$ cat src/rtl/axi_rd_arbiter.sv
// Shares one AXI4 AR/R channel pair between instruction fetch (port 0) and the LSU (port 1).
// One single-beat 64-bit read is in flight at a time. Each requester gets a one-cycle response pulse.
module axi_rd_arbiter #(
  parameter bit RR_EN = 1'b1
) (
  input  logic        clk,
  input  logic        rst_n,
  input  logic        if_req_valid,
  input  logic [31:0] if_req_addr,
  output logic        if_req_ready,
  input  logic        if_flush,
  output logic        if_resp_valid,
  input  logic        ls_req_valid,
  input  logic [31:0] ls_req_addr,
  output logic        ls_req_ready,
  output logic        ls_resp_valid,
  output logic [63:0] resp_data,
  output logic        resp_err,
  output logic        axi_arvalid,
  input  logic        axi_arready,
  output logic [31:0] axi_araddr,
  output logic        axi_arid,
  output logic [7:0]  axi_arlen,
  output logic [2:0]  axi_arsize,
  output logic [1:0]  axi_arburst,
  input  logic        axi_rvalid,
  input  logic [63:0] axi_rdata,
  input  logic [1:0]  axi_rresp,
  input  logic        axi_rlast,
  input  logic        axi_rid,
  output logic        axi_rready
);

  typedef enum logic [1:0] {
    IDLE = 2'd0,
    ADDR = 2'd1,
    DATA = 2'd2
  } state_t;

  state_t      state_q, state_d;
  logic        owner_q, owner_d;
  logic        last_gnt_q, last_gnt_d;
  logic        drop_q, drop_d;
  logic [31:0] araddr_q, araddr_d;
  logic        arvalid_q, arvalid_d;
  logic        rready_q, rready_d;
  logic        if_resp_q, if_resp_d;
  logic        ls_resp_q, ls_resp_d;
  logic [63:0] data_q, data_d;
  logic        err_q, err_d;

  logic        gnt_if_s;
  logic        gnt_ls_s;
  logic        drop_hit_s;
  logic        unused_s;

  // A fetch flush seen at any point while the fetch owns the channel discards its response
  assign drop_hit_s = drop_q | (if_flush & ~owner_q);

  // Choose at most one winner while idle; ties go to whoever was not served last, or always the LSU
  always_comb begin
    gnt_if_s = 1'b0;
    gnt_ls_s = 1'b0;
    if (state_q != IDLE) begin
      gnt_if_s = 1'b0;
      gnt_ls_s = 1'b0;
    end else if (if_req_valid && ls_req_valid) begin
      if ((RR_EN == 1'b1) && (last_gnt_q == 1'b1)) begin
        gnt_if_s = 1'b1;
      end else begin
        gnt_ls_s = 1'b1;
      end
    end else begin
      gnt_if_s = if_req_valid;
      gnt_ls_s = ls_req_valid;
    end
  end

  // Next-state and next-output computation for the IDLE/ADDR/DATA sequencer
  always_comb begin
    state_d    = state_q;
    owner_d    = owner_q;
    last_gnt_d = last_gnt_q;
    drop_d     = drop_q;
    araddr_d   = araddr_q;
    arvalid_d  = arvalid_q;
    rready_d   = rready_q;
    if_resp_d  = 1'b0;
    ls_resp_d  = 1'b0;
    data_d     = data_q;
    err_d      = err_q;
    case (state_q)
      IDLE: begin
        drop_d = 1'b0;
        if (gnt_if_s || gnt_ls_s) begin
          owner_d    = gnt_ls_s;
          last_gnt_d = gnt_ls_s;
          araddr_d   = gnt_ls_s ? {ls_req_addr[31:3], 3'b000} : {if_req_addr[31:3], 3'b000};
          arvalid_d  = 1'b1;
          state_d    = ADDR;
        end else begin
          state_d = IDLE;
        end
      end
      ADDR: begin
        drop_d = drop_hit_s;
        if (axi_arready) begin
          arvalid_d = 1'b0;
          araddr_d  = 32'd0;
          rready_d  = 1'b1;
          state_d   = DATA;
        end else begin
          state_d = ADDR;
        end
      end
      DATA: begin
        if (axi_rvalid) begin
          rready_d  = 1'b0;
          data_d    = axi_rdata;
          err_d     = (axi_rresp != 2'b00);
          if_resp_d = ~owner_q & ~drop_hit_s;
          ls_resp_d = owner_q;
          drop_d    = 1'b0;
          state_d   = IDLE;
        end else begin
          drop_d  = drop_hit_s;
          state_d = DATA;
        end
      end
      default: begin
        arvalid_d = 1'b0;
        araddr_d  = 32'd0;
        rready_d  = 1'b0;
        drop_d    = 1'b0;
        state_d   = IDLE;
      end
    endcase
  end

  // Sequencer state and registered outputs
  always_ff @(posedge clk or negedge rst_n) begin
    if (!rst_n) begin
      state_q    <= IDLE;
      owner_q    <= 1'b0;
      last_gnt_q <= 1'b0;
      drop_q     <= 1'b0;
      araddr_q   <= 32'd0;
      arvalid_q  <= 1'b0;
      rready_q   <= 1'b0;
      if_resp_q  <= 1'b0;
      ls_resp_q  <= 1'b0;
      data_q     <= 64'd0;
      err_q      <= 1'b0;
    end else begin
      state_q    <= state_d;
      owner_q    <= owner_d;
      last_gnt_q <= last_gnt_d;
      drop_q     <= drop_d;
      araddr_q   <= araddr_d;
      arvalid_q  <= arvalid_d;
      rready_q   <= rready_d;
      if_resp_q  <= if_resp_d;
      ls_resp_q  <= ls_resp_d;
      data_q     <= data_d;
      err_q      <= err_d;
    end
  end

  assign if_req_ready  = gnt_if_s;
  assign ls_req_ready  = gnt_ls_s;
  assign if_resp_valid = if_resp_q;
  assign ls_resp_valid = ls_resp_q;
  assign resp_data     = data_q;
  assign resp_err      = err_q;
  assign axi_arvalid   = arvalid_q;
  assign axi_araddr    = araddr_q;
  assign axi_arid      = owner_q;
  assign axi_arlen     = 8'd0;
  assign axi_arsize    = 3'd3;
  assign axi_arburst   = 2'b01;
  assign axi_rready    = rready_q;

  // Only one read is ever in flight, so the beat markers and low address bits carry no information
  assign unused_s = ^{axi_rlast, axi_rid, if_req_addr[2:0], ls_req_addr[2:0]};

endmodule

$ cat config.mk
export PLATFORM = sky130hd
export DESIGN_NAME = axi_rd_arbiter
export DESIGN_NICKNAME = d
export VERILOG_FILES = /design/src/rtl/axi_rd_arbiter.sv
export SDC_FILE = /design/constraint.sdc
export NUM_CORES = 1
export LEC_CHECK = 0
export CAP_MARGIN = 5
export CORE_AREA = 3 3 96 121
export DETAILED_ROUTE_END_ITERATION = 6
export DIE_AREA = 0 0 99 124
export GPL_TIMING_DRIVEN = 1
export PLACE_DENSITY_LB_ADDON = 0.2
export SYNTH_ARGS = -nofsm -noshare
export SYNTH_HDL_FRONTEND = slang
export SYNTH_SLANG_ARGS = --single-unit
$ cat constraint.sdc
create_clock -name clk -period 3.4 [get_ports clk]
set_input_delay 0.68 -clock clk [delete_from_list [all_inputs] [get_ports clk]]
set_output_delay 0.68 -clock clk [all_outputs]
set_load 0.02 [all_outputs]
==> impl_metrics.json, run 1 <==
{
  "status": "finished clean",
  "slew_headroom_pct": 53.5,
  "grt_usage_pct": 18.1,
  "cpPeakStageDelay_ns": 0.63,
  "synth-main-ff-cell": "dfrtp_1",
  "area_delta_synth_final_pct": 61.0,
  "pwr-share-seq_pct": 33.1,
  "synth.avg_cell_area_sq_um": 14.5,
  "power.total_w": 0.00613,
  "setup_tns_ns": 0,
  "yosysTopAreaCellShare_pct": 59.3,
  "nNetsFinal": 666,
  "stdcell_count": 660,
  "p_sw_share_pct": 35.9,
  "ctsResizeCount": 0,
  "post_cts_buffers": 0,
  "timing.final.crit_share_pct": 80.0,
  "dpl_cell_area_sq_um": 6640,
  "overflow": 0,
  "clk_path_buf_depth": 2,
  "htree_levels": 3,
  "critical-path-slowest-cell": "clkdlybuf4s50_1",
  "n_antenna_cell": 0,
  "synth_top_area_cell": "dfrtp_1",
  "cp_max_fo": 5,
  "grt_start_max_net_pins": 56,
  "drive_gt1_share_pct": 16.5,
  "p_clk_share_pct": 16.3,
  "vias": 3199,
  "crit_type": "primary input to output pin",
  "finish.instance_area_sq_um": 6930,
  "synth.most_common_cell": "dfrtp_1",
  "synth_edf_count": 0,
  "start_kind": "primary input",
  "fmax_mhz": 368,
  "cp.required_ns": 2.72,
  "maxCapViolations": 0,
  "finClkSkew_ns": 0.00754,
  "fin_crit_ns": 2.72,
  "cp.arrival_ns": 2.04,
  "antenna_found_initial": 0,
  "die_area_sq_um": 12300,
  "ir_drop_v": 0.000461,
  "grt_pass1_wl_mm": 17.6,
  "dpl.cell_count": 644,
  "cts_tree": "done",
  "cellPowerDensity_nw_per_um2": 885,
  "numCtsBuffers": 9,
  "start_util_pct": 40.8,
  "insertion_delay_ns": 0.34,
  "port_buffers": 231,
  "dp_hpwl_mm": 8.48,
  "power_leakage_nw": 3.09,
  "crit_top_cell": "clkdlybuf4s50_1",
  "synth_commonest_cells": "dfrtp_1 (102), mux2_2 (64), mux2i_1 (29), o2bb2ai_1 (29), buf_4 (21)",
  "drtIter0Drc": 48,
  "rows": 42,
  "synth_area_sq_um": 4310,
  "worstPathCellList": "clkdlybuf4s50_1 > nand2_1 > a21oi_1 > clkdlybuf4s50_1",
  "rsz0062_at_grt": "no",
  "fin_util_pct": 65.6,
  "drt_first_pass_iters": 4,
  "synth-async-reset-ratio_pct": 100,
  "drv_slew": 0,
  "wl_mm": 11.1,
  "cts_sinks": 102,
  "clk_pin_slew_ns": 0.07,
  "yosys_warnings": 0,
  "setup_viol": 0,
  "hold_viol": 0,
  "grt_pass1_vias": 3446,
  "seq_area_frac_synth_pct": 59.3,
  "syn_inst": 296,
  "postSynthRegisterBits": 102,
  "die-height_um": 124,
  "viasPerCell": 4.85,
  "pwr-share-comb_pct": 50.6,
  "wire_per_inst_um": 16.9,
  "cp-end-kind": "output pin",
  "hold_buffers": 0,
  "ant_nets": 0,
  "ys_types": 24,
  "synthTopCellsByArea": "dfrtp_1 (59%), mux2_2 (17%), mux2i_1 (6.7%)",
  "intPower_w": 0.00393,
  "die_w_um": 99,
  "drc": 0,
  "core_sq_um": 10600,
  "p_sw_w": 0.00220,
  "worstMarginPinSlew_ns": 0.697,
  "ios": 256,
  "cts_root_buffer": "clkbuf_16",
  "hold_class": "primary input to async pin",
  "place.gp.congestion": 0.718
}
-- final cells by class --
class / count / area, sq um
Clock inverter: 2 / 13.8
Inverter: 4 / 15.0
Sequential cell: 102 / 2550
Tap cell: 132 / 165
Timing Repair Buffer: 235 / 2360
Fill cell: 790 / 3630
Clock buffer: 14 / 284
Multi-Input combinational cell: 171 / 1540
-- critical path, delay by kind of cell --
family,cells,cell delay (ns)
AO/OA/AOI/OAI,1,0.11
buffers and inverters,2,1.18
AND/OR/NAND/NOR,1,0.07
-- kinds of logic (layout without fill, tap and decap cells) --
logic type	Yosys count	count (layout)	share of synthesized area, %
adders and majority gates	4	4	1.16
DFF	102	102	59.3
buffers and inverters	37	255	6.42
muxes	93	93	23.5
AOI/OAI and AO/OA	40	40	7.38
and+or+nand+nor	18	18	2.12
other	2	16	0.174
-- metrics by stage --
step           setup WS (ns)  hold slack (ns)
2_1_floorplan           1.55            0.384
5_1_grt                0.583            0.455
3_3_place_gp           0.672            0.415
4_1_cts                0.683            0.416
6_report               0.680            0.375
3_5_place_dp           0.688            0.430
-- state kept, by name, indices dropped and copies added, names as in the netlist --
name / cells
resp_data: 64
axi_arvalid: 1
last_gnt_q: 1
resp_err: 1
axi_araddr: 29
drop_q: 1
ls_resp_valid: 1
if_resp_valid: 1
axi_rready: 1
state_q: 2
-- path summary, 6_finish.rpt --
path / from / end / slack, ns / cells after the start
worst min-delay path: rst_n / axi_araddr[12]$_DFFE_PN0P_ / 0.38 / 1
max in group asynchronous: rst_n / resp_data[17]$_DFFE_PN0P_ / 2.30 / 2
worst max-delay path: if_req_valid / if_req_ready / 0.68 / 4
worst max register to register: state_q[0]$_DFF_PN0_ / resp_data[9]$_DFFE_PN0P_ / 1.49 / 5
min in group clk: drop_q$_DFF_PN0_ / if_resp_valid$_DFF_PN0_ / 0.44 / 1
worst min register to register: drop_q$_DFF_PN0_ / if_resp_valid$_DFF_PN0_ / 0.44 / 1
-- layer usage --
layer / routed length (um) / track usage (%) / up-vias
met2: 5470 / 30.3 / 166
met5: 0 / 0 / -
met4: 140 / 5.89 / 0
li1: - / - / 1478
met3: 1320 / 8.24 / 12
met1: 4200 / 20.6 / 1543
-- cells in the final DEF, fill, tap and decap left out, types with 3 or more instances in the layout --
cell             instances
a21oi_1                  5
buf_4                    3
clkbuf_16                9
clkbuf_8                 4
clkdlybuf4s50_1        230
conb_1                  16
dfrtp_1                102
ha_1                     4
inv_1                    4
mux2_2                  64
mux2i_1                 29
nand2_1                  4
nor2_1                   5
o2bb2ai_1               29
-- power groups by stage --
stage               combinational, W  clock [W]  sequential [W]
floorplan                    0.00109          0         0.00268
global placement             0.00309          0         0.00202
detailed placement           0.00314          0         0.00206
CTS                          0.00316    0.00103         0.00204
global route                 0.00332    0.00107         0.00210
finish                       0.00310   0.000998         0.00203
Power figures use the tool's default switching activity.
==> run 2: changes to the inputs <==
--- a/config.mk
+++ b/config.mk
@@ -6,9 +6,9 @@
 export NUM_CORES = 1
 export LEC_CHECK = 0
 export CAP_MARGIN = 5
-export CORE_AREA = 3 3 96 121
+export CORE_AREA = 3 3 105 132
 export DETAILED_ROUTE_END_ITERATION = 6
-export DIE_AREA = 0 0 99 124
+export DIE_AREA = 0 0 108 135
 export GPL_TIMING_DRIVEN = 1
 export PLACE_DENSITY_LB_ADDON = 0.2
 export SYNTH_ARGS = -nofsm -noshare
==> constraint.sdc (replaced) <==
create_clock -name clk -period 2.5 [get_ports clk]
set_input_delay 0.5 -clock clk [delete_from_list [all_inputs] [get_ports clk]]
set_output_delay 0.5 -clock clk [all_outputs]
set_load 0.02 [all_outputs]
==> impl_metrics.json, run 2 (synthesized netlist as in run 1, its figures left out) <==
{
  "status": "finished clean",
  "die_area_sq_um": 14600,
  "worstPathCellList": "inv_1 > ha_1 > nand2_1 > a21oi_1 > clkdlybuf4s50_1",
  "fill_cells": 1072,
  "finish.instance_area_sq_um": 7030,
  "wl_mm": 11.3,
  "ant_nets": 0,
  "numCtsBuffers": 9,
  "power_leakage_nw": 3.12,
  "cp-end-kind": "output pin",
  "cts_root_buffer": "clkbuf_16",
  "crit_type": "flop to output pin",
  "cts_sinks": 102,
  "die_w_um": 108,
  "cpPeakStageDelay_ns": 0.62,
  "antenna_found_initial": 0,
  "grt_pass1_wl_mm": 17.4,
  "drt_first_pass_iters": 4,
  "setup_tns_ns": 0,
  "fmax_mhz": 422,
  "drive_gt1_share_pct": 16.8,
  "drtIter0Drc": 107,
  "drc": 0,
  "worstMarginPinSlew_ns": 0.993,
  "ios": 256,
  "hold_viol": 0,
  "hold_buffers": 0,
  "hold_class": "primary input to async pin",
  "grt_start_max_net_pins": 50,
  "wire_per_inst_um": 16.2,
  "clk_pin_slew_ns": 0.07,
  "drv_slew": 0,
  "mostFrequentLayoutCell": "clkdlybuf4s50_1",
  "nNetsFinal": 668,
  "core_sq_um": 12700,
  "insertion_delay_ns": 0.33,
  "port_buffers": 231,
  "rows": 46,
  "r2r-start": "state_q[0]$_DFF_PN0_",
  "reg2regPathDepth": 5,
  "dpl_cell_area_sq_um": 6700,
  "start_kind": "flop",
  "slew_headroom_pct": 33.8,
  "cellPowerDensity_nw_per_um2": 1210,
  "die-height_um": 135,
  "clk_path_buf_depth": 2,
  "maxCapViolations": 0,
  "viasPerCell": 4.57,
  "grt_usage_pct": 15.1,
  "vias": 3191,
  "crit_start": "state_q[0]$_DFF_PN0_",
  "largest_reg_flops": 64,
  "dp_hpwl_mm": 8.68,
  "endpoint": "if_req_ready",
  "cp.required_ns": 2.00,
  "r2r_slack_ns": 0.57,
  "post_cts_buffers": 0,
  "ir_drop_v": 0.000615,
  "area_delta_synth_final_pct": 63.2,
  "critical-path-slowest-cell": "clkdlybuf4s50_1",
  "cp_max_fo": 4,
  "mostFrequentLayoutCells": "clkdlybuf4s50_1 (230), dfrtp_1 (102), mux2_2 (64)",
  "finClkSkew_ns": 0.00626,
  "ctsResizeCount": 0,
  "cts_tree": "done",
  "htree_levels": 3,
  "setup_viol": 0,
  "place.gp.congestion": 0.767,
  "overflow": 0,
  "n_antenna_cell": 0,
  "timing.final.crit_share_pct": 94.8,
  "cp.arrival_ns": 1.87,
  "rsz0062_at_grt": "no",
  "reg2reg_to": "axi_araddr[31]$_DFFE_PN0P_",
  "fin_crit_ns": 2.37,
  "start_util_pct": 33.9,
  "grt_pass1_vias": 3488
}
run 2: cell types whose count changed in the layout (fill, tap and decap cells not counted):
cell       before  now
buf_4           3    5
bufinv_16       0    2
clkbuf_8        4    3
clkinv_4        1    0
run 2: area by class of cell:
type / instances / area [sq um] / area share [%]
clock buffer: 13 / 270 / 3.84
sequential: 102 / 2550 / 36.3
clock inverter: 3 / 65.1 / 0.925
tap: 168 / 210 / 2.99
inverter: 4 / 15.0 / 0.214
multi-input combinational: 171 / 1540 / 21.9
timing repair buffer: 237 / 2380 / 33.8
run 2: critical path, delay by kind of cell, from the launching register on:
kind            cells  cell delay [ns]
buf+inv             2             0.71
flops               1             0.40
fa+ha+maj           1             0.23
compound gates      1             0.12
simple gates        1             0.08
run 2: metal layers:
metal	GRT usage (%)	part of all wire (%)	wire, um
met1	16.1	36	4060
met2	26.6	51	5720
met3	7.08	12	1400
met4	4.42	0.92	104
met5	0	0	0
run 2: how the worst min path moves through the flow:
stage / depth (start not counted) / end / slack, ns
2_1_floorplan: 0 / axi_araddr[10]$_DFFE_PN0P_ / 0.20
3_3_place_gp: 1 / if_resp_valid$_DFF_PN0_ / 0.41
3_5_place_dp: 1 / if_resp_valid$_DFF_PN0_ / 0.43
4_1_cts: 1 / axi_araddr[31]$_DFFE_PN0P_ / 0.10
5_1_grt: 1 / axi_araddr[31]$_DFFE_PN0P_ / 0.11
6_report: 1 / axi_araddr[31]$_DFFE_PN0P_ / 0.09
run 2: power breakdown:
| group | internal [W] | switching [W] |
|---|---|---|
| sequential | 0.00239 | 0.000369 |
| combinational | 0.00218 | 0.00205 |
| clock | 0.000959 | 0.000586 |
run 2: through the flow:
stage               hold slack (ns)  setup WS (ns)  utilization [%]  power [W]  cells
floorplan                     0.204          0.832                -    0.00512    310
global placement              0.414          0.142             52.6    0.00698    682
detailed placement            0.429          0.144             52.6    0.00709    682
CTS                           0.102          0.109             55.3    0.00867    698
global route                  0.114         0.0198             55.3    0.00903    698
finish                       0.0933          0.129             55.3    0.00853    698
==> run 3: changes to the inputs <==
--- a/config.mk
+++ b/config.mk
@@ -6,9 +6,9 @@
 export NUM_CORES = 1
 export LEC_CHECK = 0
 export CAP_MARGIN = 5
-export CORE_AREA = 3 3 105 132
+export CORE_AREA = 3 3 123 113
 export DETAILED_ROUTE_END_ITERATION = 6
-export DIE_AREA = 0 0 108 135
+export DIE_AREA = 0 0 126 116
 export GPL_TIMING_DRIVEN = 1
 export PLACE_DENSITY_LB_ADDON = 0.2
 export SYNTH_ARGS = -nofsm -noshare
==> impl_metrics.json, run 3 (synthesized netlist as in run 1, its figures left out) <==
{
  "grt_pass1_wl_mm": 17.5,
  "htree_levels": 3,
  "drt_first_pass_iters": 3,
  "cts_tree": "done",
  "place.gp.congestion": 0.781,
  "nNetsFinal": 669,
  "mostFrequentLayoutCells": "clkdlybuf4s50_1 (229), dfrtp_1 (102), mux2_2 (64)",
  "multi_input_area_sq_um": 1550,
  "wl_met1_mm": 4.47,
  "wl_met2_mm": 4.95,
  "power.total_w": 0.00840,
  "rsz0062_at_grt": "no",
  "largest_reg_flops": 64,
  "highest_layer": "met4",
  "overflow": 0,
  "regArea_sq_um": 2550,
  "fmax_mhz": 426,
  "cp.arrival_ns": 1.85,
  "cellPowerDensity_nw_per_um2": 1200,
  "maxCapViolations": 0,
  "ios": 256,
  "drtIter0Drc": 59,
  "crit_type": "primary input to output pin",
  "slew_headroom_pct": 33.9,
  "drive_gt1_share_pct": 16.8,
  "cp_max_fo": 5,
  "fin_crit_ns": 2.35,
  "rows": 39,
  "viasPerCell": 4.57,
  "clk_path_buf_depth": 2,
  "ant_nets": 0,
  "hold_buffers": 0,
  "setup_viol": 0,
  "endpoint": "ls_req_ready",
  "core_sq_um": 12700,
  "cp-end-kind": "output pin",
  "drc": 0,
  "grt_start_max_net_pins": 44,
  "insertion_delay_ns": 0.34,
  "n_antenna_cell": 0,
  "antenna_found_initial": 0,
  "r2r-start": "state_q[1]$_DFF_PN0_",
  "port_buffers": 231,
  "start_util_pct": 33.9,
  "numCtsBuffers": 9,
  "grt_usage_pct": 15.2,
  "fill_cells": 1087,
  "wl_met3_mm": 1.61,
  "drv_slew": 0,
  "ir_drop_v": 0.000810,
  "mostFrequentLayoutCell": "clkdlybuf4s50_1",
  "grt_pass1_vias": 3378,
  "dp_hpwl_mm": 8.59,
  "status": "finished clean",
  "finClkSkew_ns": 0.0109,
  "die-height_um": 116,
  "clk_pin_slew_ns": 0.06,
  "cts_root_buffer": "clkbuf_16",
  "wl_mm": 11.2,
  "cts_sinks": 102,
  "crit_start": "ls_req_valid",
  "area_delta_synth_final_pct": 62.8,
  "die_area_sq_um": 14600,
  "power_leakage_nw": 3.11,
  "r2r_slack_ns": 0.48,
  "die_w_um": 126,
  "worstMarginPinSlew_ns": 0.992,
  "reg2regPathDepth": 6,
  "hold_class": "primary input to async pin",
  "cp.required_ns": 2.00,
  "reg2reg_to": "axi_araddr[19]$_DFFE_PN0P_",
  "start_kind": "primary input",
  "vias": 3172,
  "setup_tns_ns": 0,
  "timing.final.crit_share_pct": 93.9,
  "hold_viol": 0,
  "wire_per_inst_um": 16.1
}
-- run 3: cell count changes in the layout (fill, tap and decap cells not counted) --
cell | previous run | this run
buf_12 | 2 | 3
clkbuf_1 | 1 | 2
dlygate4sd2_1 | 0 | 1
clkbuf_8 | 3 | 1
ha_1 | 4 | 3
bufinv_16 | 2 | 1
clkdlybuf4s50_1 | 230 | 229
ha_4 | 0 | 1
inv_6 | 0 | 1
-- run 3: per-stage QoR --
step / cells / util, % / hold WS, ns / area [sq um] / worst slack (ns)
after floorplan: 310 / - / 0.204 / 4360 / 0.832
after global placement: 679 / 52.9 / 0.417 / 6710 / 0.133
after detailed placement: 679 / 52.9 / 0.443 / 6710 / 0.120
after CTS: 694 / 55.2 / 0.116 / 7000 / 0.0717
after global routing: 694 / 55.3 / 0.133 / 7010 / 0.0458
final: 694 / 55.3 / 0.104 / 7010 / 0.152
-- run 3: area by class of cell --
class	count	share of cell area (%)
timing repair buffer	238	34.2
tap	164	2.93
multi-input combinational	171	22.1
clock buffer	12	3.52
inverter	4	0.214
clock inverter	3	0.625
sequential	102	36.4
-- run 3: worst min-delay path by stage --
stage | start | endpoint | slack, ns | cells after the start
final | rst_n | resp_data[36]$_DFFE_PN0P_ | 0.10 | 1
after global routing | rst_n | resp_data[45]$_DFFE_PN0P_ | 0.13 | 1
after CTS | rst_n | resp_data[36]$_DFFE_PN0P_ | 0.12 | 1
after detailed placement | drop_q$_DFF_PN0_ | if_resp_valid$_DFF_PN0_ | 0.44 | 1
after global placement | drop_q$_DFF_PN0_ | if_resp_valid$_DFF_PN0_ | 0.42 | 1
after floorplan | rst_n | axi_araddr[10]$_DFFE_PN0P_ | 0.20 | 0
-- run 3: per-layer routing --
layer  GRT usage, %  up-vias
met5              0        -
met2           23.4      167
met1           17.7     1505
li1               -     1489
met4           5.58        0
met3           8.76       11
-- run 3: critical path, stage by stage --
cell	delay, ns
clkdlybuf4s50_1	0.59
nand3_2	0.10
inv_1	0.07
clkdlybuf4s50_1	0.59
-- run 3: repair_timing --
item,4_1_cts,5_1_grt
setup endpoints to repair,2,1
gates resized for setup,2,1
buffers inserted,0,0
hold endpoints to repair,0,0
-- run 3: power by group --
part,total (W),leakage [nW],switching (W),internal [W]
clock network,0.00138,0.143,0.000581,0.000801
registers,0.00276,1.27,0.000367,0.00239
logic,0.00426,1.70,0.00207,0.00219
